===== src/rtl/imem_port_ctrl.sv =====
// Instruction-RAM port owner: arbitrates between the UART upgrader and the CPU core,
// and sequences boot, upgrade session, idle-timeout end of upload and core release.
module imem_port_ctrl #(
  parameter int unsigned ADDR_LEN       = 14,
  parameter int unsigned XLEN           = 32,
  parameter int unsigned RST_HOLD       = 16,
  parameter int unsigned TIMEOUT_CYCLES = 50000
) (
  input  logic                  clk,
  input  logic                  rstb,
  input  logic                  during_sw_upgrade,
  input  logic                  upg_wr_en,
  input  logic [ADDR_LEN-1:0]   upg_addr,
  input  logic [XLEN-1:0]       upg_wr_data,
  input  logic [XLEN/8-1:0]     upg_we,
  input  logic                  core_req,
  input  logic [ADDR_LEN-1:0]   core_addr,
  input  logic [XLEN-1:0]       core_wr_data,
  input  logic [XLEN/8-1:0]     core_we,
  output logic                  core_gnt,
  output logic                  core_rvalid,
  output logic [XLEN-1:0]       core_rdata,
  output logic                  ram_en,
  output logic [ADDR_LEN-1:0]   ram_addr,
  output logic [XLEN-1:0]       ram_wr_data,
  output logic [XLEN/8-1:0]     ram_we,
  input  logic [XLEN-1:0]       ram_rdata,
  output logic                  core_rstb,
  output logic                  upgrade_done,
  output logic [ADDR_LEN:0]     upg_word_cnt,
  output logic                  upg_drop
);

  localparam int unsigned BeW   = XLEN / 8;
  localparam int unsigned HoldW = $clog2(RST_HOLD + 1);
  localparam int unsigned IdleW = $clog2(TIMEOUT_CYCLES);

  typedef enum logic [2:0] {StBoot, StUpgrade, StHold, StRun, StDrain} state_e;

  state_e             state_q, state_d;
  logic               req_q, req_d;
  logic [HoldW-1:0]   hold_q, hold_d;
  logic [IdleW-1:0]   idle_q, idle_d;
  logic [ADDR_LEN:0]  cnt_q, cnt_d;
  logic               done_q, done_d;
  logic               drop_q, drop_d;
  logic               rvalid_q, rvalid_d;
  logic               trig;

  always_comb begin
    state_d     = state_q;
    hold_d      = hold_q;
    idle_d      = idle_q;
    cnt_d       = cnt_q;
    done_d      = done_q;
    drop_d      = drop_q;
    req_d       = during_sw_upgrade;
    trig        = during_sw_upgrade & ~req_q;
    core_gnt    = 1'b0;
    core_rstb   = 1'b0;
    ram_en      = 1'b0;
    ram_addr    = '0;
    ram_wr_data = '0;
    ram_we      = '0;

    if (upg_wr_en && (state_q != StUpgrade)) drop_d = 1'b1;

    unique case (state_q)
      StBoot: begin
        hold_d = hold_q + 1'b1;
        if (trig) begin
          state_d = StUpgrade;
        end else if (hold_q == HoldW'(RST_HOLD - 1)) begin
          state_d = StRun;
        end
      end
      StUpgrade: begin
        ram_en      = upg_wr_en;
        ram_addr    = upg_addr;
        ram_wr_data = upg_wr_data;
        ram_we      = upg_we;
        // A write always wins over a coincident timeout.
        if (upg_wr_en) begin
          idle_d = '0;
          if (upg_we[BeW-1] && !(&cnt_q)) cnt_d = cnt_q + 1'b1;
        end else if (idle_q == IdleW'(TIMEOUT_CYCLES - 1)) begin
          if (cnt_q != '0) begin
            state_d = StHold;
            hold_d  = '0;
            done_d  = 1'b1;
          end
        end else begin
          idle_d = idle_q + 1'b1;
        end
      end
      StHold: begin
        if (hold_q == HoldW'(RST_HOLD - 1)) begin
          state_d = StRun;
        end else begin
          hold_d = hold_q + 1'b1;
        end
      end
      StRun: begin
        core_rstb = 1'b1;
        core_gnt  = core_req;
        if (core_req) begin
          ram_en      = 1'b1;
          ram_addr    = core_addr;
          ram_wr_data = core_wr_data;
          ram_we      = core_we;
        end
        if (trig) state_d = StDrain;
      end
      StDrain: begin
        // A read granted in the trigger cycle returns during this single cycle.
        core_rstb = 1'b1;
        state_d   = StUpgrade;
      end
      default: state_d = StBoot;
    endcase

    if ((state_d == StUpgrade) && (state_q != StUpgrade)) begin
      cnt_d  = '0;
      idle_d = '0;
      done_d = 1'b0;
    end

    rvalid_d = core_gnt & ~(|core_we);
  end

  always_ff @(posedge clk) begin
    if (!rstb) begin
      state_q  <= StBoot;
      req_q    <= 1'b0;
      hold_q   <= '0;
      idle_q   <= '0;
      cnt_q    <= '0;
      done_q   <= 1'b0;
      drop_q   <= 1'b0;
      rvalid_q <= 1'b0;
    end else begin
      state_q  <= state_d;
      req_q    <= req_d;
      hold_q   <= hold_d;
      idle_q   <= idle_d;
      cnt_q    <= cnt_d;
      done_q   <= done_d;
      drop_q   <= drop_d;
      rvalid_q <= rvalid_d;
    end
  end

  assign core_rvalid  = rvalid_q;
  assign core_rdata   = ram_rdata;
  assign upgrade_done = done_q;
  assign upg_word_cnt = cnt_q;
  assign upg_drop     = drop_q;

endmodule


===== config.mk =====
export PLATFORM = sky130hd
export DESIGN_NAME = imem_port_ctrl
export DESIGN_NICKNAME = d
export VERILOG_FILES = /design/src/rtl/imem_port_ctrl.sv
export SDC_FILE = /design/constraint.sdc
export NUM_CORES = 1
export LEC_CHECK = 0
export CORE_MARGIN = 4
export CORE_UTILIZATION = 36
export CTS_CLUSTER_DIAMETER = 120
export CTS_CLUSTER_SIZE = 24
export DETAILED_ROUTE_END_ITERATION = 16
export GPL_ROUTABILITY_DRIVEN = 0
export PLACE_DENSITY = 0.88
export SETUP_SLACK_MARGIN = 0.1
export SYNTH_ARGS = -nofsm -noshare
export SYNTH_HDL_FRONTEND = slang
export SYNTH_SLANG_ARGS = --single-unit

===== constraint.sdc =====
create_clock -name clk -period 5.97 [get_ports clk]
set_input_delay 1.194 -clock clk [delete_from_list [all_inputs] [get_ports clk]]
set_output_delay 1.194 -clock clk [all_outputs]
set_load 0.01 [all_outputs]

==> results.md <==
* Netlist Area Pre-Place at 2890 sq um
* Total negative slack at 0 ps
* Post-Synth Adder-Cell Area at 2.16%
* Initial core utilization at 37.3%
* Post-CTS Setup Inserts at 0
* Post-DP Area at 4470 sq um
* Total number of vias at 3101
* Final worst slack at 1480 ps
* Min Hold Slack at 466 ps
* Final setup viols at 0
* Diodes inserted at 0
* Max-cap viol count at 0
* Pre-CTS WS at 1500 ps
* Pleak at 1.65 nW
* Main combinational cell family by area after synthesis: simple AND/OR/NAND/NOR gates
* P&R area growth vs syn at 57.3%
* Reg-to-Reg Start: idle_q[0]
* Synthesized-area fraction occupied by and/or/nand/nor cells at 26.0%
* CTS-repair resized insts at 0
* CP Launch Type: input pin
* Tcrit/Tclk final at 75.2%
* Initial antenna violation count at 1
* IO Pins at 240
* Crit Path Class: in -> out
* DIE AREA at 9540 sq um
* Buffers added on ports at 175
* Worst hold path type: reg -> reg
* Reg2reg end: hold_q[3]
* Post-synthesis cell type count at 44
* Fraction of layout cells with a size suffix above 1 at 3.09%
* Predominant post-synthesis flop cell: dfxtp_1
* Largest net degree at the start of global routing at 54
* Yosys Warn Count at 0
* EDFF count, synth at 0
* Max Fanout on Critical Path at 53
* Worst VDD drop at 86.0 uV
* Hold Path Depth at 1
* XOR/XNOR Fraction of Synth Area at 7.57%
* Hold Path End: state_q[2]
* Vias per cell at 5.28
* PD cells at 152 nW/um^2
* Status: complete, no violations
* Final WL at 10500 um
* Synth async-reset ratio at 0%
* Yosys reg bits at 43
* Synth Area per Inst at 8.25 sq um
* Final Slew Violations at 0
* Register area share after synthesis at 29.7%
* Clk_lat worst skew at 300 ps
* CTS tree: built
* Clock skew at 9.97 ps
* Slew headroom at 37.2%
* Drt drc at 0
* R2R setup slack at 3630 ps
* Compound-Gate Fraction of Synth Area at 22.2%
* Worst-path clk slew at 90 ps
* H-tree depth at 2
* Drt pass-1 iters at 4
* Sink Count at 43
* CORE AREA at 7770 sq um
* Worst min-delay path startpoint: req_q
* CTS Root Cell: clkbuf_8
* Required @ worst endpoint at 4780 ps
* Fmax at 223 MHz
* Clock tree buffer depth at 2
* Remaining Overflow, GRT at 0
* Nets at 626
* Die Wd at 97.7 um
* Cells after synthesis at 351
* Detailed Place HPWL at 8450 um
* CP endpoint kind: output pin
* Cell Rows at 32
* Tot GR Track Use at 20.9%
* Post-route ant nets at 0
* Syn_nets at 493
* Cells on worst reg2reg path at 6
* Worst-margin pin slew at 942 ps
* Die Y at 97.7 um
* Core Util, Final at 58.6%
* RSZ-0062 raised after global routing: false
* Clock period minus worst slack at 4490 ps
* WL/cell at 17.9 um
* Vias in the first global route at 3113
* CP Data Arrival Time at 3300 ps
* CTS Hold Bufs at 0
* Fraction of synthesized area in multiplexers at 0%
* Post-route cell area at 4550 sq um
* Total CTS buffers at 5
* First DRT Iteration DRCs at 167
* Global-route wire length before repair at 16200 um
* Final Hold Viols at 0
## worst max path at each step
stage,from,end,slack [ps],depth (start not counted)
2_1_floorplan,core_req,ram_addr[6],2690,4
3_3_place_gp,core_req,ram_wr_data[10],1530,4
3_5_place_dp,core_req,ram_wr_data[10],1500,4
4_1_cts,core_req,ram_wr_data[10],1500,4
5_1_grt,core_req,ram_wr_data[10],1400,4
6_report,core_req,ram_wr_data[10],1480,4
## per-stage QoR
step	cells	power (W)
2_1_floorplan	351	0.000400
5_1_grt	587	0.000720
3_3_place_gp	579	0.000515
4_1_cts	587	0.000696
6_report	587	0.000693
3_5_place_dp	579	0.000517
## cell families after synthesis
logic type      Yosys count
fa+ha+maj                 5
compound gates           83
simple gates            137
flops                    43
buf+inv                  58
xor+xnor                 25
## routing by layer
metal,routed length (um),GRT usage [%],vias up,share of wire (%)
met1,4020,23.0,1401,38
met3,1150,9.62,23,11
met2,5070,35.6,153,48
li1,-,-,1522,-
met4,253,6.71,2,2.4
met5,13,0,-,0.12
## layout by cell type, fill, tap and decap left out, drive strengths merged, types with 2 or more instances in the layout
cell type	instances
nor2b	3
nand2	19
dfxtp	43
clkbuf	6
xnor2	13
nand3	12
buf	2
clkdlybuf4s50	175
or3b	2
inv	7
nor3b	5
a31oi	2
nand4	12
and3	8
and4	2
nor4	9
and2	4
nor3	4
nand2b	2
xor2	12
nor2	38
ha	5
a21o	3
a21oi	9
o211ai	3
a22o	50
or3	8
o21ai	9
nor4b	6
## report_power, final
group | switching [W] | leakage (nW) | internal (W)
sequential | 0.00000600 | 0.348 | 0.000292
combinational | 0.0000807 | 1.26 | 0.000132
clock | 0.000100 | 0.0412 | 0.0000818
total | 0.000187 | 1.65 | 0.000506
## flip-flops by register name (all words and copies together), names as in the netlist
signal,flops
req_q,1
upg_drop,1
hold_q,5
core_rvalid,1
upgrade_done,1
upg_word_cnt,15
idle_q,16
state_q,3
## Yosys cell counts (2+ instances only)
master	instances	area share, %
a22o_1	50	15
nor3_1	4	0.69
inv_1	7	0.91
a21o_1	3	0.78
a31oi_1	2	0.43
nand3_1	12	2.1
buf_6	2	0.78
clkbuf_1	13	1.7
or3_1	8	1.7
xor2_1	12	3.6
buf_4	32	8.3
o211ai_1	3	0.78
nor4_2	2	0.86
ha_1	5	2.2
nand4_1	12	2.6
nor3b_1	4	1.0
and3_1	8	1.7
and2_1	4	0.86
o21ai_0	9	1.6
buf_1	2	0.26
nand2_1	19	2.5
nor4b_1	6	1.8
and4_1	2	0.61
a21oi_1	9	1.6
nor2b_1	3	0.65
dfxtp_1	43	30
nand2b_1	2	0.43
xnor2_1	13	3.9
nor4_1	7	1.5
nor2_1	38	4.9
buf_2	2	0.35
## final cells by class
cell class / instances / area [sq um]
timing repair buffer: 177 / 1770
tap: 102 / 128
inverter: 7 / 26.3
fill: 683 / 3220
multi-input combinational: 250 / 1690
clock buffer: 6 / 72.6
clock inverter: 2 / 12.5
sequential: 43 / 861
## worst max-delay path, cell delays in order
cell	delay, ps
clkdlybuf4s50_1	440
and2_2	760
a22o_1	330
clkdlybuf4s50_1	560
(Power assumes the default switching activity.)
